**src/rtl/nn_pkg.sv**
```systemverilog
// Shared definitions for the neural-net accelerator slice: row geometry,
// result width and the calculation sequencer state encoding.
package nn_pkg;

    localparam int NUM_ROWS = 10;
    localparam int ROW_W    = 4;
    localparam int RESULT_W = 16;

    typedef enum logic [2:0] {
        IDLE,
        ISSUE,
        WAIT_ROW,
        STORE,
        DONE,
        FAULT
    } calc_state_t;

endpackage

```
**src/rtl/calc_watchdog.sv**
```systemverilog
// Loadable up-counter used to bound how long the sequencer waits for the
// multiplier. It saturates at the expiry value so it can never wrap.
module calc_watchdog #(
    parameter int LIMIT = 2048,
    parameter int CNT_W = $clog2(LIMIT + 1)
) (
    input  logic             clk,
    input  logic             rst,
    input  logic             clear,
    input  logic             load,
    input  logic [CNT_W-1:0] load_value,
    input  logic             enable,
    output logic [CNT_W-1:0] count,
    output logic             expired
);

    import nn_pkg::*;

    // Expiry is flagged on the last allowed cycle, LIMIT-1 counts after a load of zero
    assign expired = (count == CNT_W'(LIMIT - 1));

    // Count up while enabled, holding once the expiry value is reached
    always_ff @(posedge clk) begin
        if (rst || clear) begin
            count <= '0;
        end else if (load) begin
            count <= load_value;
        end else if (enable && !expired) begin
            count <= count + CNT_W'(1);
        end
    end

endmodule

```
**src/rtl/calc_controller.sv**
```systemverilog
// Sequencer between the Avalon control interface and the row multiplier.
// One start_calc pulse walks every output row: issue, wait for the row,
// store the result, and finally report done_calc with sticky status flags.
module calc_controller #(
    parameter int NUM_ROWS       = nn_pkg::NUM_ROWS,
    parameter int ROW_W          = nn_pkg::ROW_W,
    parameter int RESULT_W       = nn_pkg::RESULT_W,
    parameter int TIMEOUT_CYCLES = 2048
) (
    input  logic                clk,
    input  logic                rst,
    input  logic                start_calc,
    input  logic                clear_data,
    input  logic                done_row,
    input  logic [RESULT_W-1:0] row_result,
    input  logic                row_overflow,
    output logic                begin_mult,
    output logic [ROW_W-1:0]    row_select,
    output logic                w_result_ena,
    output logic [ROW_W-1:0]    output_address,
    output logic [RESULT_W:0]   result_output,
    output logic                busy,
    output logic                done_calc,
    output logic                overflow,
    output logic                timeout
);

    import nn_pkg::*;

    localparam int WD_W = $clog2(TIMEOUT_CYCLES + 1);
    localparam logic [ROW_W-1:0] LAST_ROW = ROW_W'(NUM_ROWS - 1);

    calc_state_t      state;
    logic [ROW_W-1:0] row;
    logic [WD_W-1:0]  wd_count;
    logic             wd_expired;

    // Watchdog is zeroed while a row is issued and runs only while waiting for it
    calc_watchdog #(
        .LIMIT (TIMEOUT_CYCLES),
        .CNT_W (WD_W)
    ) u_watchdog (
        .clk        (clk),
        .rst        (rst),
        .clear      (clear_data),
        .load       (state == ISSUE),
        .load_value ('0),
        .enable     (state == WAIT_ROW),
        .count      (wd_count),
        .expired    (wd_expired)
    );

    // Strobes and status levels decode straight from the state register so
    // they are glitch-free and each pulse lasts exactly one state cycle
    assign begin_mult     = (state == ISSUE);
    assign w_result_ena   = (state == STORE);
    assign busy           = (state == ISSUE) || (state == WAIT_ROW) || (state == STORE);
    assign done_calc      = (state == DONE);
    assign row_select     = row;
    assign output_address = row;

    // Main sequencer: reset and abort share one path, then per-state transitions
    always_ff @(posedge clk) begin
        if (rst || clear_data) begin
            state         <= IDLE;
            row           <= '0;
            overflow      <= 1'b0;
            timeout       <= 1'b0;
            result_output <= '0;
        end else begin
            case (state)
                IDLE: begin
                    if (start_calc) begin
                        overflow <= 1'b0;
                        timeout  <= 1'b0;
                        row      <= '0;
                        state    <= ISSUE;
                    end
                end
                ISSUE: begin
                    state <= WAIT_ROW;
                end
                WAIT_ROW: begin
                    if (done_row) begin
                        result_output <= {row_overflow, row_result};
                        overflow      <= overflow | row_overflow;
                        state         <= STORE;
                    end else if (wd_expired) begin
                        timeout <= 1'b1;
                        state   <= FAULT;
                    end
                end
                STORE: begin
                    if (row == LAST_ROW) begin
                        state <= DONE;
                    end else begin
                        row   <= row + ROW_W'(1);
                        state <= ISSUE;
                    end
                end
                DONE: begin
                    if (start_calc) begin
                        overflow <= 1'b0;
                        timeout  <= 1'b0;
                        row      <= '0;
                        state    <= ISSUE;
                    end
                end
                FAULT: begin
                    state <= FAULT;
                end
                default: begin
                    state <= IDLE;
                end
            endcase
        end
    end

endmodule
```
**config.mk**
```make
export PLATFORM = sky130hd
export DESIGN_NAME = calc_controller
export DESIGN_NICKNAME = d
export VERILOG_FILES = /design/src/rtl/nn_pkg.sv /design/src/rtl/calc_watchdog.sv /design/src/rtl/calc_controller.sv
export SDC_FILE = /design/constraint.sdc
export NUM_CORES = 1
export LEC_CHECK = 0
export CAP_MARGIN = 25
export CORE_MARGIN = 2
export CORE_UTILIZATION = 42
export DETAILED_ROUTE_END_ITERATION = 12
export PLACE_DENSITY = 0.71
export SYNTH_ARGS = -nofsm -noshare
export SYNTH_HDL_FRONTEND = slang
export SYNTH_SLANG_ARGS = --single-unit
```
**constraint.sdc**
```tcl
create_clock -name clk -period 2.2 [get_ports clk]
set_input_delay 0.66 -clock clk [delete_from_list [all_inputs] [get_ports clk]]
set_output_delay 0.66 -clock clk [all_outputs]
set_load 0.05 [all_outputs]
```
==> impl_metrics.ini <==
[setup_path]
register_to_register_path_setup_slack_ns = 0.36
crit_path_top_delay_cell = sky130_fd_sc_hd__clkdlybuf4s50_1
cp_top_family = buffers and inverters
critical_path.cell_chain = clkdlybuf4s50_1
worstSetupStartpointType = flip-flop
cp.depth = 1
cp_max_fo = 2
crit_path_start = result_output[5]
worst-setup-path-type = reg2out
setup.worst_path.end = result_output[5]
setup.worst_path.end_class = primary output
r2r_start = u_watchdog.count[0]
critPathBufInv = 1
ff2ff_path_depth = 5
endpoint_required_time_on_the_critical_path_ns = 1.54
cp_data_arrival_time_ns = 1.46
max_stage_delay_ns = 0.81
rr_endpoint = u_watchdog.count[5]

[clock_tree]
cts_hold_buffers_added = 0
ctsLongestPathBuffers = 2
clock_sink_count = 38
clock-root-buffer = sky130_fd_sc_hd__clkbuf_8
postCtsResizedCells = 0
cts.clk_slew.worst_paths_ns = 0.08
cts_post_setup_buffers_inserted = 0
clock_tree_from_tritoncts = done
worst_skew_pair.late_latency_ns = 0.29
cts_made_buffers = 5
cts_max_level = 2

[sta]
setup_viol_count_final = 0
finalClockSkew_ns = 0.00508
period_minus_slack_ns = 2.12
max_slew.worst_pin.slew_ns = 0.516
finalCritPeriodShare = 0.965
timing.slew.headroom = 0.655
rsz0062_at_grt = false
hold_viol_final = 0
finalSetupTns_ns = 0
timing.fmax_mhz = 471
slew_viol_final = 0

[power_and_ir_drop]
seq_power_share = 0.455
power.share.combinational = 0.067
power.leakage_nw = 0.811
ir_worst_vdd_mv = 0.367
share_clk_of_total_power = 0.478
power_density_nw_per_um2 = 640
cell_internal_pwr_w = 0.00123
netSwitchingFraction = 0.194
netSwitchingPower_w = 0.000297

[logic_synthesis]
ys.flop_type = sky130_fd_sc_hd__dfxtp_1
post_synth_main_area_contributors = sky130_fd_sc_hd__dfxtp_1 45%, sky130_fd_sc_hd__a21oi_1 8.5%, sky130_fd_sc_hd__nand2_1 8.4%
synth_edf_count = 0
yosys_warnings = 0
synthesis.instances = 206
number_of_different_library_cells_in_the_post_synthesis_netlist = 41
yosysSeqAreaShare = 0.447
synth_fp_nets = 231
async_flop_share = 0
synth_area_per_cell_um2 = 8.27
post-synth-top-area-cell = sky130_fd_sc_hd__dfxtp_1
synthesis.area_um2 = 1700
yosysTopAreaCellShare = 0.447
ys_ff_latch = 38

[layout]
finish.cell_count_without_fillers = 305
drive_above_1_share = 0.125
area.growth.synth_to_final_pct = 40.0
diodes = 0
layout.filler_cells = 352
final_nets = 279
mostFrequentLayoutCells = 38 x sky130_fd_sc_hd__nand2_1, 38 x sky130_fd_sc_hd__clkdlybuf4s50_1, 38 x sky130_fd_sc_hd__dfxtp_1, 29 x sky130_fd_sc_hd__a21oi_1, 14 x sky130_fd_sc_hd__buf_4

[floorplanning]
initial_standard_cell_utilization_of_the_core = 0.432
floorplan_core_area_um2 = 3940
die_h_um = 67.7
die_x_um = 67.7
die_area_um2 = 4580
io_pins = 53
rows = 23

[route]
route.detailed.wl_per_inst_um = 12.4
vias = 1549
detailedRoute.firstPassIterationCount = 4
routed_via_density = 5.08
drt_iter0_drcs = 60
postRouteWirelength_um = 3780
drtAntennaViolNets = 0
detail_route.drc_violations = 0

[place]
place_inst = 297
globalplace.congestion = 0.786
io_buffer_count = 52
hpwl_um = 2700

[global_routing]
first_pass_grt_wire_length_um = 6270
groute.usage.overall = 0.183
antenna_found_initial = 0
grt-ovfl-total = 0
first_global_vias = 1415
grt_start_max_net_pins = 23

[worst_hold_path]
worst_hold_path_type = reg2reg

[job]
maxCapViolations = 0

[run_status]
status = complete, no violations
sequential cells by signal (all words and copies together), names as in the netlist:
name	count
result_output	17
output_address	4
timeout	1
u_watchdog.count	12
state	3
overflow	1
metrics by stage:
| step | instance area, um^2 | util | hold WS [ns] | setup slack [ns] | power, W |
|---|---|---|---|---|---|
| global placement | 2240 | 0.568 | 0.441 | 0.134 | 0.000812 |
| global route | 2380 | 0.605 | 0.482 | 0.00340 | 0.00157 |
| finish | 2380 | 0.605 | 0.457 | 0.0771 | 0.00153 |
| CTS | 2380 | 0.605 | 0.458 | 0.0796 | 0.00153 |
| floorplan | 1710 | - | 0.448 | 0.306 | 0.000755 |
| detailed placement | 2240 | 0.568 | 0.447 | 0.0828 | 0.000813 |
cell families after synthesis:
logic type               synth area share
AO/OA/AOI/OAI                       0.174
XOR/XNOR                           0.0154
adder cells (fa/ha/maj)            0.0220
buffers and inverters              0.0669
flip-flops                          0.447
multiplexers                      0.00588
AND/OR/NAND/NOR                     0.269
worst min-delay path by stage:
stage,from,to,slack [ns],cells after the start
floorplan,u_watchdog.count[5],u_watchdog.count[5],0.45,2
global placement,result_output[1],result_output[1],0.44,2
detailed placement,result_output[4],result_output[4],0.45,2
CTS,result_output[4],result_output[4],0.46,2
global route,result_output[14],result_output[14],0.48,2
finish,result_output[4],result_output[4],0.46,2
power by group through the flow:
stage,clock network [W],registers [W],logic (W)
4_1_cts,0.000737,0.000694,0.000103
2_1_floorplan,0,0.000711,0.0000444
3_5_place_dp,0,0.000710,0.000103
3_3_place_gp,0,0.000710,0.000102
5_1_grt,0.000768,0.000695,0.000109
6_report,0.000730,0.000694,0.000102
per-layer routing:
layer / global-route usage / part of all wire / vias up
met5: 0 / 0 / -
met4: 0.0842 / 0.019 / 0
met3: 0.0617 / 0.046 / 7
met2: 0.286 / 0.47 / 32
met1: 0.227 / 0.47 / 703
li1: - / - / 807
synthesized netlist by cell type, drive strengths merged, types with 2 or more instances:
master  number
a211oi       3
a21oi       29
and2         4
buf         11
clkbuf       4
dfxtp       38
ha           3
inv          5
nand2       38
nand3        5
nand4        4
nor2        14
nor3         2
nor3b        3
o21ai       10
o31ai        3
or2          2
or3          7
or4          2
xor2         2
layout make-up:
type                       instances  area, um^2  area share
multi-input combinational        148         833       0.350
sequential                        38         761       0.319
timing repair buffer              56         566       0.237
clock buffer                       6        82.6      0.0346
tap                               50        62.6      0.0262
clock inverter                     2        60.1      0.0252
inverter                           5        18.8     0.00787
(Power assumes the default switching activity.)
